`src/rtl/imem_boot_if.sv`:
```
// imem_boot_if: loader byte stream, IMEM write port and core-control bundle for imem_boot_ctrl
interface imem_boot_if #(
    parameter int ADDR_W = 8
);
    logic              boot_req;
    logic              byte_valid;
    logic [7:0]        byte_data;
    logic              byte_ready;
    logic              imem_we;
    logic [ADDR_W-1:0] imem_waddr;
    logic [15:0]       imem_wdata;
    logic              cpu_rst;
    logic              instruction_fetch_en;
    logic              busy;
    logic              err;
    modport master (
        output boot_req, byte_valid, byte_data,
        input  byte_ready, imem_we, imem_waddr, imem_wdata, cpu_rst, instruction_fetch_en, busy, err
    );
    modport slave (
        input  boot_req, byte_valid, byte_data,
        output byte_ready, imem_we, imem_waddr, imem_wdata, cpu_rst, instruction_fetch_en, busy, err
    );
endinterface

```
`src/rtl/imem_boot_ctrl.sv`:
```
// imem_boot_ctrl: loads a byte-stream program image into IMEM, then releases the core into fetch.
// IMEM_BOOT_CHECKSUM_EN adds a trailing checksum byte that must bring the stream sum to 0.
module imem_boot_ctrl #(
    parameter int ADDR_W    = 8,
    parameter bit AUTO_BOOT = 1'b1
) (
    input logic        clk,
    input logic        rst,
    imem_boot_if.slave bus
);
    typedef enum logic [3:0] {
        IDLE, HDR_HI, HDR_LO, W_HI, W_LO,
`ifdef IMEM_BOOT_CHECKSUM_EN
        CSUM,
`endif
        FLUSH, RUN, ERR
    } state_t;
    localparam state_t RST_STATE = AUTO_BOOT ? HDR_HI : IDLE;
`ifdef IMEM_BOOT_CHECKSUM_EN
    localparam state_t POST = CSUM;
`else
    localparam state_t POST = FLUSH;
`endif
    state_t            state_q, state_d;
    logic [15:0]       n_q, n_d;
    logic [7:0]        hi_q, hi_d;
    logic [ADDR_W:0]   cnt_q, cnt_d;
    logic              we_q, we_d;
    logic [ADDR_W-1:0] waddr_q, waddr_d;
    logic [15:0]       wdata_q, wdata_d;
    logic              xfer, last_word, oversize;
`ifdef IMEM_BOOT_CHECKSUM_EN
    logic [7:0]        sum_q, sum_d, sum_nxt;
    assign sum_nxt = sum_q + bus.byte_data;
`endif
    // Outputs are masked while rst is held so the core sees a quiet, reset-only interface.
    assign bus.busy                 = ~rst & (state_q inside {[HDR_HI:FLUSH]});
    assign bus.byte_ready           = bus.busy & (state_q != FLUSH);
    assign bus.err                  = ~rst & (state_q == ERR);
    assign bus.instruction_fetch_en = ~rst & (state_q == RUN);
    assign bus.cpu_rst              = rst | (state_q != RUN);
    assign bus.imem_we              = we_q;
    assign bus.imem_waddr           = waddr_q;
    assign bus.imem_wdata           = wdata_q;
    assign xfer      = bus.byte_valid & bus.byte_ready;
    assign oversize  = {1'b0, n_q[15:8], bus.byte_data} > (17'd1 << ADDR_W);
    assign last_word = 17'(cnt_q) + 17'd1 == {1'b0, n_q};
    always_comb begin
        state_d = state_q;
        n_d     = n_q;
        hi_d    = hi_q;
        cnt_d   = cnt_q;
        we_d    = 1'b0;
        waddr_d = waddr_q;
        wdata_d = wdata_q;
`ifdef IMEM_BOOT_CHECKSUM_EN
        sum_d   = xfer ? sum_nxt : sum_q;
`endif
        case (state_q)
            IDLE, RUN, ERR: state_d = bus.boot_req ? HDR_HI : state_q;
            HDR_HI: if (xfer) begin
                n_d[15:8] = bus.byte_data;
                cnt_d     = '0;
`ifdef IMEM_BOOT_CHECKSUM_EN
                sum_d     = bus.byte_data;
`endif
                state_d   = HDR_LO;
            end
            HDR_LO: if (xfer) begin
                n_d[7:0] = bus.byte_data;
                state_d  = ({n_q[15:8], bus.byte_data} == 16'd0) ? POST : oversize ? ERR : W_HI;
            end
            W_HI: if (xfer) begin
                hi_d    = bus.byte_data;
                state_d = W_LO;
            end
            W_LO: if (xfer) begin
                we_d    = 1'b1;
                waddr_d = cnt_q[ADDR_W-1:0];
                wdata_d = {hi_q, bus.byte_data};
                cnt_d   = cnt_q + 1'b1;
                state_d = last_word ? POST : W_HI;
            end
`ifdef IMEM_BOOT_CHECKSUM_EN
            CSUM: if (xfer) state_d = (sum_nxt == 8'd0) ? FLUSH : ERR;
`endif
            FLUSH: state_d = RUN;
            default: state_d = RST_STATE;
        endcase
    end
    always_ff @(posedge clk) begin
        if (rst) begin
            state_q <= RST_STATE;
            n_q     <= '0;
            hi_q    <= '0;
            cnt_q   <= '0;
            we_q    <= 1'b0;
            waddr_q <= '0;
            wdata_q <= '0;
`ifdef IMEM_BOOT_CHECKSUM_EN
            sum_q   <= '0;
`endif
        end else begin
            state_q <= state_d;
            n_q     <= n_d;
            hi_q    <= hi_d;
            cnt_q   <= cnt_d;
            we_q    <= we_d;
            waddr_q <= waddr_d;
            wdata_q <= wdata_d;
`ifdef IMEM_BOOT_CHECKSUM_EN
            sum_q   <= sum_d;
`endif
        end
    end
endmodule

```
`src/flat_wrapper.sv`:
```
// flat-port wrapper written by rule: the top's interface ports become plain ports
module imem_boot_ctrl_flat 
#(
    parameter int ADDR_W    = 8,
    parameter bit AUTO_BOOT = 1'b1
)
  (clk, rst, bus_boot_req, bus_byte_valid, bus_byte_data, bus_byte_ready, bus_imem_we, bus_imem_waddr, bus_imem_wdata, bus_cpu_rst, bus_instruction_fetch_en, bus_busy, bus_err);
  imem_boot_if #(.ADDR_W(ADDR_W)) bus_i ();
  input logic clk;
  input logic rst;
  input wire logic [$bits(bus_i.boot_req)-1:0] bus_boot_req;
  input wire logic [$bits(bus_i.byte_valid)-1:0] bus_byte_valid;
  input wire logic [$bits(bus_i.byte_data)-1:0] bus_byte_data;
  output wire logic [$bits(bus_i.byte_ready)-1:0] bus_byte_ready;
  output wire logic [$bits(bus_i.imem_we)-1:0] bus_imem_we;
  output wire logic [$bits(bus_i.imem_waddr)-1:0] bus_imem_waddr;
  output wire logic [$bits(bus_i.imem_wdata)-1:0] bus_imem_wdata;
  output wire logic [$bits(bus_i.cpu_rst)-1:0] bus_cpu_rst;
  output wire logic [$bits(bus_i.instruction_fetch_en)-1:0] bus_instruction_fetch_en;
  output wire logic [$bits(bus_i.busy)-1:0] bus_busy;
  output wire logic [$bits(bus_i.err)-1:0] bus_err;
  assign bus_i.boot_req = bus_boot_req;
  assign bus_i.byte_valid = bus_byte_valid;
  assign bus_i.byte_data = bus_byte_data;
  assign bus_byte_ready = bus_i.byte_ready;
  assign bus_imem_we = bus_i.imem_we;
  assign bus_imem_waddr = bus_i.imem_waddr;
  assign bus_imem_wdata = bus_i.imem_wdata;
  assign bus_cpu_rst = bus_i.cpu_rst;
  assign bus_instruction_fetch_en = bus_i.instruction_fetch_en;
  assign bus_busy = bus_i.busy;
  assign bus_err = bus_i.err;
  imem_boot_ctrl #(.ADDR_W(ADDR_W), .AUTO_BOOT(AUTO_BOOT)) u_core (.clk(clk), .rst(rst), .bus(bus_i));
endmodule
```
`config.mk`:
```
export PLATFORM = sky130hd
export DESIGN_NAME = imem_boot_ctrl_flat
export DESIGN_NICKNAME = d
export VERILOG_FILES = /design/src/rtl/imem_boot_if.sv /design/src/rtl/imem_boot_ctrl.sv /design/src/flat_wrapper.sv
export SDC_FILE = /design/constraint.sdc
export NUM_CORES = 1
export LEC_CHECK = 0
export BUFFER_PORTS_ARGS = -buffer_cell sky130_fd_sc_hd__buf_2
export CORE_MARGIN = 5
export CORE_UTILIZATION = 32
export CTS_CLUSTER_DIAMETER = 40
export CTS_CLUSTER_SIZE = 8
export DETAILED_ROUTE_END_ITERATION = 16
export HOLD_SLACK_MARGIN = 0.15
export PLACE_DENSITY = 0.59
export SYNTH_ARGS = -nofsm -noshare
export SYNTH_HDL_FRONTEND = slang
export SYNTH_SLANG_ARGS = --single-unit
```
`constraint.sdc`:
```
create_clock -name clk -period 1.9 [get_ports clk]
set_input_delay 0.38 -clock clk [delete_from_list [all_inputs] [get_ports clk]]
set_output_delay 0.38 -clock clk [all_outputs]
set_load 0.05 [all_outputs]
```
==> results.sh, run 1 <==
export IMPL_status="finished clean"
export IMPL_slowest_delay_ns=0.45
export IMPL_wl_met2_mm=3.39
export IMPL_area_growth_pct=22.1
export IMPL_drt_iter0_markers=142
export IMPL_holdCritPathClass="input port to register"
export IMPL_layout_drive_gt1_share_pct=25.0
export IMPL_ctsHoldBuffers=0
export IMPL_post_drt_wl_per_cell_um=14.5
export IMPL_synthCells=348
export IMPL_die_h_um=104
export IMPL_yosys_top_cells_area="dfxtp_1, nand2_1, a21oi_1"
export IMPL_grt_total_usage_pct=14.2
export IMPL_crit_arrival_ns=1.46
export IMPL_crit_chain="or3_4 > clkinvlp_4 > buf_4"
export IMPL_ys_flop_type="dfxtp_1"
export IMPL_vias=2585
export IMPL_hold_violations=0
export IMPL_tightest_slew_ns=0.656
export IMPL_peakVddDrop_uv=530
export IMPL_p_leak_nw=1.33
export IMPL_cts_buffers=9
export IMPL_multi_input_area_um2=1500
export IMPL_die_w_um=104
export IMPL_clk_path_buf_depth=2
export IMPL_critPathCaptureType="primary output"
export IMPL_critPathKind="register to primary output"
export IMPL_top_layer_used="met4"
export IMPL_layout_common_cells="nand2_1, dfxtp_1, a21oi_1, buf_2, nor2_1"
export IMPL_synth_cell_types=50
export IMPL_rows=34
export IMPL_rsz0062_at_grt="false"
export IMPL_synth_edf_count=0
export IMPL_reg2reg_from="u_core.n_q[12]"
export IMPL_final_nets=408
export IMPL_cts_setup_buffers=0
export IMPL_wl_met3_um=402
export IMPL_grt_max_degree=63
export IMPL_ys_seq_area_share_pct=43.0
export IMPL_finalCriticalPeriod_ns=1.84
export IMPL_p_per_area_nw_per_um2=828
export IMPL_setup_tns_ns=0
export IMPL_min_delay_start="bus_byte_data[0]"
export IMPL_antenna_found_initial=0
export IMPL_antenna_cells=0
export IMPL_max_slew_margin_pct=56.3
export IMPL_cts_tree="yes"
export IMPL_regArea_um2=1230
export IMPL_clock_latency_ns=0.34
export IMPL_max_freq_ghz=0.544
export IMPL_grt_ovfl_total=0
export IMPL_slew_viol_final=0
export IMPL_period_share_pct=96.8
export IMPL_async_flop_share_pct=0
export IMPL_io_buffers=41
export IMPL_crit_path_start="u_core.state_q[0]"
export IMPL_crit_path_top_delay_cell="or3_4"
export IMPL_setup_viol=0
export IMPL_fin_worst_skew_ns=0.00437
export IMPL_io_pins=42
export IMPL_synth_top_area_share_pct=43.0
export IMPL_gp_congestion=0.776
export IMPL_fin_util_pct=40.0
export IMPL_antenna_left=0
export IMPL_post_drt_via_cell_ratio=5.09
export IMPL_maxCapViolations=0
export IMPL_synth_nets=361
export IMPL_synth_top_area_cell="dfxtp_1"
export IMPL_first_pass_iters=4
export IMPL_start_kind="register"
export IMPL_grt_pass1_vias=2519
export IMPL_syn_area_um2=2840
export IMPL_m1WireLength_mm=3.46
export IMPL_dpl_hpwl_mm=4.98
export IMPL_path_buf_inv=2
export IMPL_die_area_um2=10900
export IMPL_synth_avg_cell_area_um2=8.16
export IMPL_instances_no_fill=508
export IMPL_cts_sink_count=61
export IMPL_htree_levels=3
export IMPL_wirelength_mm=7.37
export IMPL_final_common_cell="nand2_1"
export IMPL_start_util_pct=32.7
export IMPL_ys_ff_latch=61
export IMPL_cp_data_required_time_ns=1.52
export IMPL_core_um2=8680
export IMPL_drc_errors=0
export IMPL_cpLargestDelayFamily="simple AND/OR/NAND/NOR gates"
export IMPL_worst_path_max_fanout=10
export IMPL_power_mw=2.87
export IMPL_r2r_slack_ns=0.15
export IMPL_grt_pass1_wl_mm=12.7
export IMPL_dp_cells=492
export IMPL_ys_warn_count=0
export IMPL_nFillCells=934
export IMPL_cts_clk_slew_worst_paths_ns=0.08
export IMPL_cts_root_buffer="clkbuf_8"
cells by family (layout without fill, tap and decap cells):
group                      after synthesis  after routing  share of synthesized area [%]
muxes                                   15             15                           5.29
adders and majority gates                1              1                          0.440
buffers and inverters                   31             83                           5.68
xor gates and xnor gates                12             12                           3.70
AOI/OAI and AO/OA                       78             78                           16.0
and+or+nand+nor                        150            150                           25.9
DFF                                     61             61                           43.0
metrics by stage:
step / hold slack [ns] / setup WS, ns / area [um^2]
global route: 0.318 / 0.00833 / 3470
global placement: 0.441 / 0.120 / 3230
floorplan: 0.431 / 0.0562 / 2860
CTS: 0.309 / 0.0300 / 3440
finish: 0.325 / 0.0607 / 3470
detailed placement: 0.444 / 0.105 / 3230
worst register-to-register path, cell delays in order, from the launching register on:
cell and delay (ns):
dfxtp_1 0.32, or4_4 0.56, nor4b_4 0.29, a31oi_1 0.13, o21ba_1 0.18, a31o_1 0.17
cell type report:
cell class	count	area share [%]
well taps	108	3.90
inverters	5	0.649
multi-input cells	256	43.4
flip-flops and latches	61	35.4
clock inverters	7	2.16
repair buffers	62	11.0
clock buffers	9	3.57
flip-flops by register name, summed over array words and instances, names as in the netlist:
name	flops
u_core.n_q	16
u_core.hi_q	8
u_core.cnt_q	9
u_core.bus.imem_waddr	8
u_core.bus.imem_wdata	16
u_core.state_q	3
u_core.bus.imem_we	1
final timing paths:
check / end / cells past startpoint
worst min register to register: u_core.bus.imem_wdata[1] / 2
worst min-delay path: u_core.n_q[0] / 3
worst max register to register: u_core.state_q[2] / 5
worst max-delay path: bus_instruction_fetch_en / 3
cell usage after synthesis, drive strengths merged (5+ instances only):
cell type / number
a21oi: 52
and3: 5
buf: 10
clkbuf: 16
dfxtp: 61
inv: 5
mux2i: 15
nand2: 70
nand3: 5
nor2: 31
nor3: 7
o21ai: 7
xnor2: 7
xor2: 5
per-layer routing:
layer	vias up	GRT usage, %
li1	1296	-
met1	1225	19.4
met2	51	21.1
met3	13	3.91
met4	0	5.83
met5	-	0
power breakdown:
group	total, mW	internal (mW)	leakage [nW]	switching [mW]
combinational	0.340	0.139	0.741	0.201
sequential	1.35	1.31	0.494	0.0397
clock	1.18	0.609	0.0918	0.573
what timing repair did:
| action | 4_1_cts | 5_1_grt |
|---|---|---|
| pin swaps | 0 | 1 |
| setup endpoints to repair | 4 | 4 |
| hold endpoints to repair | 0 | 0 |
| gates resized for setup | 5 | 9 |
No activity file was read; power rests on OpenSTA's default activity.
==> inputs of run 2 (changes only) <==
--- a/config.mk
+++ b/config.mk
@@ -11,8 +11,7 @@
 export CTS_CLUSTER_DIAMETER = 40
 export CTS_CLUSTER_SIZE = 8
 export DETAILED_ROUTE_END_ITERATION = 16
-export HOLD_SLACK_MARGIN = 0.15
-export PLACE_DENSITY = 0.59
+export PLACE_DENSITY = 0.57
 export SYNTH_ARGS = -nofsm -noshare
 export SYNTH_HDL_FRONTEND = slang
 export SYNTH_SLANG_ARGS = --single-unit
==> constraint.sdc (replaced) <==
create_clock -name clk -period 2.32 [get_ports clk]
set_input_delay 0.464 -clock clk [delete_from_list [all_inputs] [get_ports clk]]
set_output_delay 0.464 -clock clk [all_outputs]
set_load 0.05 [all_outputs]
==> results.sh, run 2 (same netlist as run 1, synthesis figures left out) <==
export IMPL_clock_latency_ns=0.34
export IMPL_p_leak_nw=1.28
export IMPL_p_sw_share_pct=25.8
export IMPL_antenna_cells=0
export IMPL_crit_arrival_ns=1.70
export IMPL_ctsHoldBuffers=0
export IMPL_wirelength_mm=6.99
export IMPL_drc_errors=0
export IMPL_drt_iter0_markers=76
export IMPL_post_drt_via_cell_ratio=5.02
export IMPL_multi_input_area_um2=1470
export IMPL_regArea_um2=1220
export IMPL_pre_cts_ws_ns=0.224
export IMPL_p_int_mw=1.81
export IMPL_io_buffers=41
export IMPL_start_kind="register"
export IMPL_min_delay_start="bus_byte_data[3]"
export IMPL_cts_setup_buffers=0
export IMPL_cts_clk_slew_worst_paths_ns=0.08
export IMPL_combPwrFrac_pct=10.7
export IMPL_antenna_found_initial=0
export IMPL_io_pins=42
export IMPL_tightest_slew_ns=0.643
export IMPL_crit_path_top_delay_cell="dfxtp_1"
export IMPL_instances_no_fill=494
export IMPL_nFillCells=929
export IMPL_cts_root_buffer="clkbuf_8"
export IMPL_cts_buffers=9
export IMPL_gp_congestion=0.888
export IMPL_layout_drive_gt1_share_pct=19.9
export IMPL_peakVddDrop_uv=377
export IMPL_finalCriticalPeriod_ns=2.16
export IMPL_grt_pass1_vias=2377
export IMPL_placed_area_um2=3100
export IMPL_core_um2=8680
export IMPL_crit_path_start="u_core.state_q[2]"
export IMPL_power_mw=2.44
export IMPL_slew_viol_final=0
export IMPL_start_util_pct=32.7
export IMPL_max_slew_margin_pct=56.0
export IMPL_critPathCaptureType="primary output"
export IMPL_rsz0062_at_grt="false"
export IMPL_cts_tree="yes"
export IMPL_pwr_share_seq_pct=44.8
export IMPL_p_sw_mw=0.628
export IMPL_status="finished clean"
export IMPL_setup_ws_ns=0.160
export IMPL_post_drt_wl_per_cell_um=14.1
export IMPL_slowest_delay_ns=0.61
export IMPL_dpl_hpwl_mm=4.82
export IMPL_cts_resized=0
export IMPL_final_nets=394
export IMPL_grt_max_degree=49
export IMPL_crit_chain="nand2_1 > or3_1 > inv_1 > buf_2"
export IMPL_hold_violations=0
export IMPL_die_h_um=104
export IMPL_layout_common_cells="nand2_1, dfxtp_1, a21oi_1, buf_2, nor2_1"
export IMPL_grt_pass1_wl_mm=11.7
export IMPL_critPathKind="register to primary output"
export IMPL_die_w_um=104
export IMPL_reg2reg_from="u_core.cnt_q[0]"
export IMPL_first_pass_iters=4
export IMPL_grt_ovfl_total=0
export IMPL_cts_sink_count=61
export IMPL_dp_cells=478
export IMPL_max_freq_ghz=0.463
export IMPL_setup_viol=0
export IMPL_p_per_area_nw_per_um2=732
export IMPL_area_growth_pct=17.3
export IMPL_fin_worst_skew_ns=0.0166
export IMPL_period_share_pct=93.1
export IMPL_antenna_left=0
export IMPL_grt_total_usage_pct=13.0
export IMPL_fin_area_um2=3330
export IMPL_power_frac_clock_pct=44.5
export IMPL_die_area_um2=10900
export IMPL_setup_tns_ns=0
export IMPL_clk_path_buf_depth=2
export IMPL_cp_data_required_time_ns=1.86
export IMPL_holdCritPathClass="input port to register"
export IMPL_final_common_cell="nand2_1"
export IMPL_rows=34
export IMPL_maxCapViolations=0
export IMPL_htree_levels=3
export IMPL_worst_path_max_fanout=16
export IMPL_vias=2482
## run 2: changes by cell type in the layout (fill, tap and decap cells not counted), sizes merged
cell | before | now
buf | 61 | 48
bufinv | 1 | 2
clkinvlp | 4 | 1
inv | 5 | 6
## run 2: stage by stage
| step | hold WS, ns | util (%) |
|---|---|---|
| detailed placement | 0.446 | 35.7 |
| floorplan | 0.431 | - |
| global route | 0.412 | 38.4 |
| CTS | 0.400 | 38.4 |
| finish | 0.415 | 38.4 |
| global placement | 0.438 | 35.7 |
## run 2: power by group through the flow
stage	logic (mW)	registers, mW	clock network [mW]
2_1_floorplan	0.201	1.11	0
3_3_place_gp	0.262	1.12	0
6_report	0.262	1.09	1.08
4_1_cts	0.265	1.09	1.11
5_1_grt	0.289	1.10	1.17
3_5_place_dp	0.264	1.12	0
## run 2: area by class of cell
cell class,count,area share [%]
Multi-Input combinational cell,256,44.0
Sequential cell,61,36.7
Timing Repair Buffer,48,7.74
Clock buffer,10,4.13
Tap cell,108,4.06
Clock inverter,6,2.82
Inverter,5,0.563
## run 2: metal layers
metal | global-route usage [%] | routed length [um] | vias up
li1 | - | - | 1266
met4 | 3.79 | 94 | 0
met3 | 4.78 | 437 | 9
met5 | 0 | 0 | -
met2 | 20.1 | 3170 | 56
met1 | 17.0 | 3290 | 1151
## run 2: path summary, 6_finish.rpt
| kind | endpoint | slack, ns | depth (start not counted) |
|---|---|---|---|
| worst max register to register | u_core.state_q[1] | 0.23 | 5 |
| worst min-delay path | u_core.bus.imem_wdata[3] | 0.42 | 3 |
| worst max-delay path | bus_instruction_fetch_en | 0.16 | 4 |
| worst min register to register | u_core.bus.imem_waddr[3] | 0.45 | 2 |
## run 2: worst max-delay path, delay by kind of cell (launching register included)
kind	cells	cell delay, ns
flip-flops	1	0.61
AND/OR/NAND/NOR	2	0.46
buffers and inverters	2	0.31
